===== src/rtl/dmem_responder_pkg.sv =====
// Shared encodings for the data-memory responder: RV32I load/store funct3 values and FSM states.
package dmem_responder_pkg;

    localparam logic [2:0] Funct3B  = 3'b000;
    localparam logic [2:0] Funct3H  = 3'b001;
    localparam logic [2:0] Funct3W  = 3'b010;
    localparam logic [2:0] Funct3Bu = 3'b100;
    localparam logic [2:0] Funct3Hu = 3'b101;

    typedef enum logic [1:0] {
        StIdle = 2'd0,
        StLoad = 2'd1,
        StResp = 2'd2
    } state_e;

endpackage


===== src/rtl/dmem_lane_fmt.sv =====
// Combinational lane formatting: request fault check, store byte enables / data replication,
// and load byte/half extraction with sign or zero extension.
module dmem_lane_fmt
    import dmem_responder_pkg::*;
#(
    parameter int unsigned AW = 8
) (
    input  logic        we_i,
    input  logic [2:0]  funct3_i,
    input  logic [31:0] addr_i,
    input  logic [31:0] wdata_i,
    input  logic [2:0]  ld_funct3_i,
    input  logic [1:0]  ld_off_i,
    input  logic [31:0] mem_rdata_i,
    output logic        fault_o,
    output logic [3:0]  be_o,
    output logic [31:0] wdata_o,
    output logic [31:0] ld_data_o
);

    logic       illegal_f3;
    logic       misaligned;
    logic       out_of_range;
    logic [7:0]  ld_byte;
    logic [15:0] ld_half;

    // Anything above the SRAM's byte range is rejected rather than aliased.
    assign out_of_range = (addr_i >> (AW + 2)) != 32'd0;
    assign fault_o      = illegal_f3 | misaligned | out_of_range;

    always_comb begin
        illegal_f3 = 1'b0;
        misaligned = 1'b0;
        case (funct3_i)
            Funct3B:  illegal_f3 = 1'b0;
            Funct3H:  misaligned = addr_i[0];
            Funct3W:  misaligned = (addr_i[1:0] != 2'b00);
            Funct3Bu: illegal_f3 = we_i;
            Funct3Hu: begin
                illegal_f3 = we_i;
                misaligned = addr_i[0];
            end
            default:  illegal_f3 = 1'b1;
        endcase
    end

    always_comb begin
        be_o    = 4'b0000;
        wdata_o = wdata_i;
        case (funct3_i)
            Funct3B: begin
                be_o    = 4'b0001 << addr_i[1:0];
                wdata_o = {4{wdata_i[7:0]}};
            end
            Funct3H: begin
                be_o    = addr_i[1] ? 4'b1100 : 4'b0011;
                wdata_o = {2{wdata_i[15:0]}};
            end
            Funct3W: be_o = 4'b1111;
            default: be_o = 4'b0000;
        endcase
    end

    assign ld_byte = mem_rdata_i[{ld_off_i, 3'b000} +: 8];
    assign ld_half = mem_rdata_i[{ld_off_i[1], 4'b0000} +: 16];

    always_comb begin
        ld_data_o = 32'd0;
        case (ld_funct3_i)
            Funct3B:  ld_data_o = {{24{ld_byte[7]}}, ld_byte};
            Funct3H:  ld_data_o = {{16{ld_half[15]}}, ld_half};
            Funct3W:  ld_data_o = mem_rdata_i;
            Funct3Bu: ld_data_o = {24'd0, ld_byte};
            Funct3Hu: ld_data_o = {16'd0, ld_half};
            default:  ld_data_o = 32'd0;
        endcase
    end

endmodule


===== src/rtl/dmem_responder.sv =====
// Memory-side responder for CPU loads/stores: accepts one request at a time, drives a
// synchronous word SRAM with byte enables and returns load data, store ack or fault.
module dmem_responder
    import dmem_responder_pkg::*;
#(
    parameter int unsigned AW = 8
) (
    input  logic          clk,
    input  logic          reset,
    input  logic          req_valid,
    output logic          req_ready,
    input  logic          req_we,
    input  logic [2:0]    req_funct3,
    input  logic [31:0]   req_addr,
    input  logic [31:0]   req_wdata,
    output logic          rsp_valid,
    output logic [31:0]   rsp_rdata,
    output logic          rsp_fault,
    output logic          mem_en,
    output logic [3:0]    mem_we,
    output logic [AW-1:0] mem_addr,
    output logic [31:0]   mem_wdata,
    input  logic [31:0]   mem_rdata
);

    state_e      state_q, state_d;
    logic [2:0]  ld_funct3_q, ld_funct3_d;
    logic [1:0]  ld_off_q, ld_off_d;
    logic [31:0] rsp_rdata_q, rsp_rdata_d;
    logic        rsp_fault_q, rsp_fault_d;

    logic        accept;
    logic        fmt_fault;
    logic [3:0]  fmt_be;
    logic [31:0] fmt_wdata;
    logic [31:0] fmt_ld_data;

    dmem_lane_fmt #(
        .AW(AW)
    ) u_lane_fmt (
        .we_i        (req_we),
        .funct3_i    (req_funct3),
        .addr_i      (req_addr),
        .wdata_i     (req_wdata),
        .ld_funct3_i (ld_funct3_q),
        .ld_off_i    (ld_off_q),
        .mem_rdata_i (mem_rdata),
        .fault_o     (fmt_fault),
        .be_o        (fmt_be),
        .wdata_o     (fmt_wdata),
        .ld_data_o   (fmt_ld_data)
    );

    // Reset overrides a concurrent request so nothing reaches the SRAM that cycle.
    assign accept    = (state_q == StIdle) && req_valid && !reset;
    assign req_ready = (state_q == StIdle) && !reset;
    assign rsp_valid = (state_q == StResp) && !reset;
    assign rsp_rdata = rsp_rdata_q;
    assign rsp_fault = rsp_fault_q;
    assign mem_addr  = req_addr[AW+1:2];
    assign mem_wdata = fmt_wdata;

    always_comb begin
        state_d     = state_q;
        ld_funct3_d = ld_funct3_q;
        ld_off_d    = ld_off_q;
        rsp_rdata_d = rsp_rdata_q;
        rsp_fault_d = rsp_fault_q;
        mem_en      = 1'b0;
        mem_we      = 4'b0000;

        case (state_q)
            StIdle: begin
                if (accept) begin
                    state_d     = StResp;
                    rsp_rdata_d = 32'd0;
                    rsp_fault_d = fmt_fault;
                    if (!fmt_fault) begin
                        mem_en = 1'b1;
                        if (req_we) begin
                            mem_we = fmt_be;
                        end else begin
                            state_d     = StLoad;
                            ld_funct3_d = req_funct3;
                            ld_off_d    = req_addr[1:0];
                        end
                    end
                end
            end
            StLoad: begin
                rsp_rdata_d = fmt_ld_data;
                state_d     = StResp;
            end
            StResp:  state_d = StIdle;
            default: state_d = StIdle;
        endcase
    end

    always_ff @(posedge clk) begin
        if (reset) begin
            state_q     <= StIdle;
            ld_funct3_q <= 3'd0;
            ld_off_q    <= 2'd0;
            rsp_rdata_q <= 32'd0;
            rsp_fault_q <= 1'b0;
        end else begin
            state_q     <= state_d;
            ld_funct3_q <= ld_funct3_d;
            ld_off_q    <= ld_off_d;
            rsp_rdata_q <= rsp_rdata_d;
            rsp_fault_q <= rsp_fault_d;
        end
    end

endmodule

===== config.mk =====
export PLATFORM = sky130hd
export DESIGN_NAME = dmem_responder
export DESIGN_NICKNAME = d
export VERILOG_FILES = /design/src/rtl/dmem_responder_pkg.sv /design/src/rtl/dmem_lane_fmt.sv /design/src/rtl/dmem_responder.sv
export SDC_FILE = /design/constraint.sdc
export NUM_CORES = 1
export LEC_CHECK = 0
export CAP_MARGIN = 5
export CORE_MARGIN = 1
export CORE_UTILIZATION = 32
export DETAILED_ROUTE_END_ITERATION = 6
export GPL_ROUTABILITY_DRIVEN = 0
export PLACE_DENSITY = 0.77
export SLEW_MARGIN = 20
export SYNTH_ARGS = -nofsm -noshare
export SYNTH_HDL_FRONTEND = slang
export SYNTH_SLANG_ARGS = --single-unit
export TNS_END_PERCENT = 30

===== constraint.sdc =====
create_clock -name clk -period 2.68 [get_ports clk]
set_clock_uncertainty 0.2 [all_clocks]
set_input_delay 0.804 -clock clk [delete_from_list [all_inputs] [get_ports clk]]
set_output_delay 0.804 -clock clk [all_outputs]
set_load 0.1 [all_outputs]

# Word-level counts from Yosys, hierarchy flattened
# Index checks and enable logic that the tools add are counted.
# classes
n_eq_ne	11
n_reduce_logical	17
mux	19
n_bitwise	4
shifts	3
# ops
op	count
one-hot mux 32 bit (5 select lines)	1
one-hot mux 32 bit (2 select lines)	2
two-way mux 32 bit	1
nonzero test 32 bit	1
indexed part select 32 x 6 -> 16 bit	1
indexed part select 32 x 6 -> 8 bit	1
two-way mux 4 bit	5
equality test 3 bit, second input constant	4
one-hot mux 4 bit (3 select lines)	1
equality test 3 x 1 -> 1 bit, second input constant	2
equality test 3 x 2 -> 1 bit, second input constant	2
zero test 3 bit	2
two-way mux 2 bit	3
logical AND 1 bit	4
one-hot mux 1 bit (2 select lines)	2
one-hot mux 2 bit (2 select lines)	1
AND reduction 2 bit	2
AND reduction 4 bit	1
nonzero test 2 bit	2
OR reduction 2 bit	2
left shift 1 x 2 -> 4 bit, first input constant	1
two-way mux 1 bit	3
OR reduction 3 bit	1
equality test 2 x 1 -> 1 bit, second input constant	1
6 further kinds	8
# totals
out_inout_bits	80
in_bits	103
regBits	40

# Depth between registers and ports, before layout
# Gate-level depths: netlist of run 1.
# logic_depth
word_depth	8
mapped_depth	7
ltp_nobuf	4

# By module
# From an unflattened synthesis of run 1, not the netlist that was laid out.
# unflattened
hier_cells	305
hier_area_um2	2641.3
# by_module_without_submodules
module	seq_area_each_um2	instances	cells_per_inst	area_per_inst_um2
dmem_responder	800.8	1	126	1402.6
dmem_lane_fmt	0.0	1	179	1238.7

# Worst setup path before layout of run 1
# OpenSTA, ideal clock, no wires.
# synth_timing
kind	input-to-output
start	in req_funct3[0]
end	out mem_en
slack_ns	-2.883
arrival_time_ns	4.559
path_stages	3
cell_sequence	clkbuf_1 > o41a_1 > nor4b_1
# synth_between
elab_chain_cells	8
elab_cells_between_ends	15
# synth_lines
element	line	source
from (decl)	dmem_responder.sv:13	input logic [2:0] req_funct3,
equality test 3 x 1 -> 1 bit, or another cell as far along	dmem_lane_fmt.sv:34	case (funct3_i)
OR reduction 3 bit (no line) / OR reduction 2 bit (equally long branches)	n/a	
one-hot mux 1 bit (2 select lines)	dmem_lane_fmt.sv:34	
OR 1 bit (*) (2 in a row)	dmem_lane_fmt.sv:29	assign fault_o = illegal_f3 | misaligned | out_of_range;
two-way mux 1 bit (*)	dmem_responder.sv:78	if (!fmt_fault) begin
two-way mux 1 bit (*)	dmem_responder.sv:74	if (accept) begin
two-way mux 1 bit (*)	dmem_responder.sv:72	case (state_q)
to (decl)	dmem_responder.sv:19	output logic mem_en,
# Every way passes the cells marked *; elsewhere a longest branch is shown, timed or not.

# Worst setup path in the final report of run 1
# layout_timing
start	in req_addr[14]
end	out mem_we[2]
# layout_between
elab_chain_cells	5
# layout_lines
element	line	source
from (decl)	dmem_responder.sv:14	input logic [31:0] req_addr,
nonzero test 32 bit	dmem_lane_fmt.sv:28	assign out_of_range = (addr_i >> (AW + 2)) != 32'd0;
OR 1 bit	dmem_lane_fmt.sv:29	
two-way mux 4 bit	dmem_responder.sv:78	
two-way mux 4 bit	dmem_responder.sv:74	
two-way mux 4 bit	dmem_responder.sv:72	
to (decl)	dmem_responder.sv:20	output logic [3:0] mem_we,
# Every way passes these cells.

==> results of run 1 <==
placed cells by master, fill, tap and decap left out, drive strengths merged:
cell	netlist	routed
dlygate4sd2	0	8
nand2b	12	12
nand2	28	28
a21oi	17	17
mux2	26	26
a31o	1	1
dfxtp	40	40
clkinv	0	1
o41a	2	2
nor2b	3	3
nand4	1	1
nor4	7	7
inv	2	2
a211oi	1	1
o211ai	1	1
a22o	7	7
mux2i	13	13
or2b	2	2
clkbuf	16	13
o21a	3	3
o21ba	1	1
clkdlybuf4s50	0	57
nor4b	2	2
nor2	18	18
nand3	12	12
nor3b	9	9
nand4b	1	1
buf	23	129
nand3b	4	4
diode	0	1
mux4	1	1
a31oi	1	1
a21o	3	3
o21ai	30	30
and3	1	1
a32oi	6	6
and3b	1	1
a22oi	17	17
nor3	3	3
clkdlybuf4s15	0	8
worst paths after layout:
kind | startpoint | cells after the start | endpoint | slack, ns
setup / recovery | req_addr[14] | 8 | mem_we[2] | -0.54
hold / removal | rsp_rdata[16] | 2 | rsp_rdata[16] | 0.26
setup reg to reg | ld_funct3_q[1] | 4 | rsp_rdata[8] | 0.48
hold reg to reg | rsp_rdata[16] | 2 | rsp_rdata[16] | 0.26
cells by family (layout without fill, tap and decap cells):
| family | after synthesis | count (layout) | share of synthesized area |
|---|---|---|---|
| other | 0 | 1 | 0 |
| multiplexers | 40 | 40 | 0.169 |
| buffers and inverters | 41 | 218 | 0.0847 |
| AO/OA/AOI/OAI | 90 | 90 | 0.222 |
| AND/OR/NAND/NOR | 104 | 104 | 0.219 |
| flip-flops | 40 | 40 | 0.304 |
stage by stage:
stage / power (W) / TNS, ns / hold slack, ns / util
3_5_place_dp: 0.00141 / -23.69 / 0.248 / 0.636
3_3_place_gp: 0.00141 / -22.73 / 0.239 / 0.636
5_1_grt: 0.00186 / -9.44 / 0.290 / 0.667
6_report: 0.00180 / -8.10 / 0.261 / 0.667
2_1_floorplan: 0.00109 / -9.56 / 0.285 / -
4_1_cts: 0.00180 / -7.55 / 0.266 / 0.664
cell usage after synthesis (all sizes together) (2+ instances only):
| cell type | instances | area, sq um |
|---|---|---|
| dfxtp | 40 | 801 |
| o21ai | 30 | 150 |
| nand2 | 28 | 105 |
| mux2 | 26 | 293 |
| buf | 23 | 154 |
| nor2 | 18 | 67.6 |
| a21oi | 17 | 85.1 |
| a22oi | 17 | 128 |
| clkbuf | 16 | 61.3 |
| mux2i | 13 | 130 |
| nand2b | 12 | 75.1 |
| nand3 | 12 | 60.1 |
| nor3b | 9 | 72.6 |
| a22o | 7 | 61.3 |
| nor4 | 7 | 58.8 |
| a32oi | 6 | 52.6 |
| nand3b | 4 | 30.0 |
| a21o | 3 | 22.5 |
| nor2b | 3 | 18.8 |
| nor3 | 3 | 20.0 |
| o21a | 3 | 22.5 |
| inv | 2 | 7.51 |
| nor4b | 2 | 23.8 |
| o41a | 2 | 22.5 |
| or2b | 2 | 15.0 |
worst register-to-register path: stages (launching register included):
cell and delay (ns):
dfxtp_1 0.38, nor2_1 0.78, nand3b_1 0.45, nand3_1 0.20
a22o_1 0.14
timing repair:
item / 4_1_cts / 5_1_grt
gates cloned: 0 / 0
hold buffers: 0 / 0
setup endpoints to repair: 32 / 31
gates resized for setup: 114 / 32
buffers inserted: 3 / 2
pin swaps: 19 / 10
flip-flops by register name (all words and copies together) (netlist names):
signal,flops
ld_funct3_q,3
ld_off_q,2
rsp_fault,1
state_q,2
rsp_rdata,32
layer usage:
layer,global-route usage,routed length (microns),vias up
li1,-,-,1498
met1,0.263,3730,1478
met2,0.443,5340,143
met3,0.0632,832,16
met4,0.0833,221,0
met5,0,0,-
cell type report:
cell class,count,share of cell area
timing repair buffer,209,0.436
multi-input combinational,234,0.370
sequential,40,0.153
tap,102,0.0244
clock buffer,6,0.0139
inverter,2,0.00143
clock inverter,1,0.000956
antenna,1,0.000478
power by group through the flow:
| stage | logic, W | registers (W) | clock network (W) |
|---|---|---|---|
| floorplan | 0.000473 | 0.000619 | 0 |
| global placement | 0.000796 | 0.000611 | 0 |
| detailed placement | 0.000803 | 0.000611 | 0 |
| CTS | 0.000820 | 0.000597 | 0.000383 |
| global route | 0.000860 | 0.000597 | 0.000405 |
| finish | 0.000829 | 0.000597 | 0.000376 |
==> results.ini, run 1 <==
[status]
status=finished with violations
violations=negative setup slack

[finish]
ff_latch_area_sq_um=801
nets=595
final_cells=595
area_growth_syn_to_layout_pct=99.0
drive_gt1_frac=0.415
final_area_sq_mm=0.00523
fill_cells=614
multiInputGateArea_sq_mm=0.00194

[setup_path]
crit_required_ns=1.68
slowest_delay_ns=0.22
path_max_fanout=4
slowest_stage=clkdlybuf4s15_1
path_buf_inv=4
crit_family=buffers and inverters
crit_chain=clkdlybuf4s15_1 > nor4_4 > nand4_1 > buf_4 > nor4_4 > buf_4 > nor2b_4 > buf_12
endpoint_kind=primary output
crit_type=in -> out
crit_arrival_ns=2.22
crit_path_start_kind=input pin

[global_route]
overflow=0
grt_pass1_wl_microns=16200
grt_pass1_vias=3259
antenna_found_initial=1
grt_use_total=0.240
grt_max_degree=32

[floorplan]
die_w_microns=92.7
initial_core_util=0.335
fp.coreArea_sq_mm=0.00785
die_y_microns=92.7
die_area_sq_mm=0.00858
io-pin-count=183
rows=32

[timing]
relSlewSlack=0.333
fmax_ghz=0.311
slew_violations=0
finalSetupViolCount=29
period_needed_ns=3.22
rsz0062_at_grt=true
hold_violations=0
worst_pin_slew_ns=0.996
min_period_over_period=1.20
final.setup.worst_slack_ns=-0.540

[cts]
clkTransAtPathRegs_ns=0.07
clockBufferDepth=2
cts_sinks=40
clock_latency_ns=0.29
cts_tree=done
cts-buffers-inserted=5
root_buffer=clkbuf_8
htree_levels=2

[route]
post_drt_wl_per_cell_microns=17.0
dr.pass1.iters=4
drc=0
wl_microns=10100
ant_nets=0
drt_iter0_drc=180
via_per_inst=5.27
vias=3135

[power]
ir_worst_vdd_uv=198
power_density_mw_per_mm2=344
power_frac_clock=0.209
switching_share=0.368
p_leak_nw=2.14
power_frac_comb=0.460
p_int_w=0.00114
p_seq_frac=0.331
p_sw_w=0.000664

[synthesis]
syn-cell-area_sq_mm=0.00263
avgSynthCellArea_sq_um=8.35
ys_warn_count=0
synth_nets=418
ys_ff_latch=40
yosysUniqueCellTypes=43
synth_seq_area_share=0.304
synth-edff-count=0
synth_flop_cell=dfxtp_1
syn_inst=315
async_flop_share=0

[place]
dp_hpwl_microns=8020
dp_cells=586
dpl-instance-area_sq_mm=0.00499
io_buffers=166
pre_cts_slack_ns=-1.03

[min_path]
hold_path.class=reg -> reg

[job]
drv_cap=0

Power figures use the tool's default switching activity.
==> inputs of run 2 (changes only) <==
Settings changed: CTS_CLUSTER_DIAMETER set to 100.
==> results of run 2 <==
No change in the layout: final DEF, timing and power equal those of run 1.
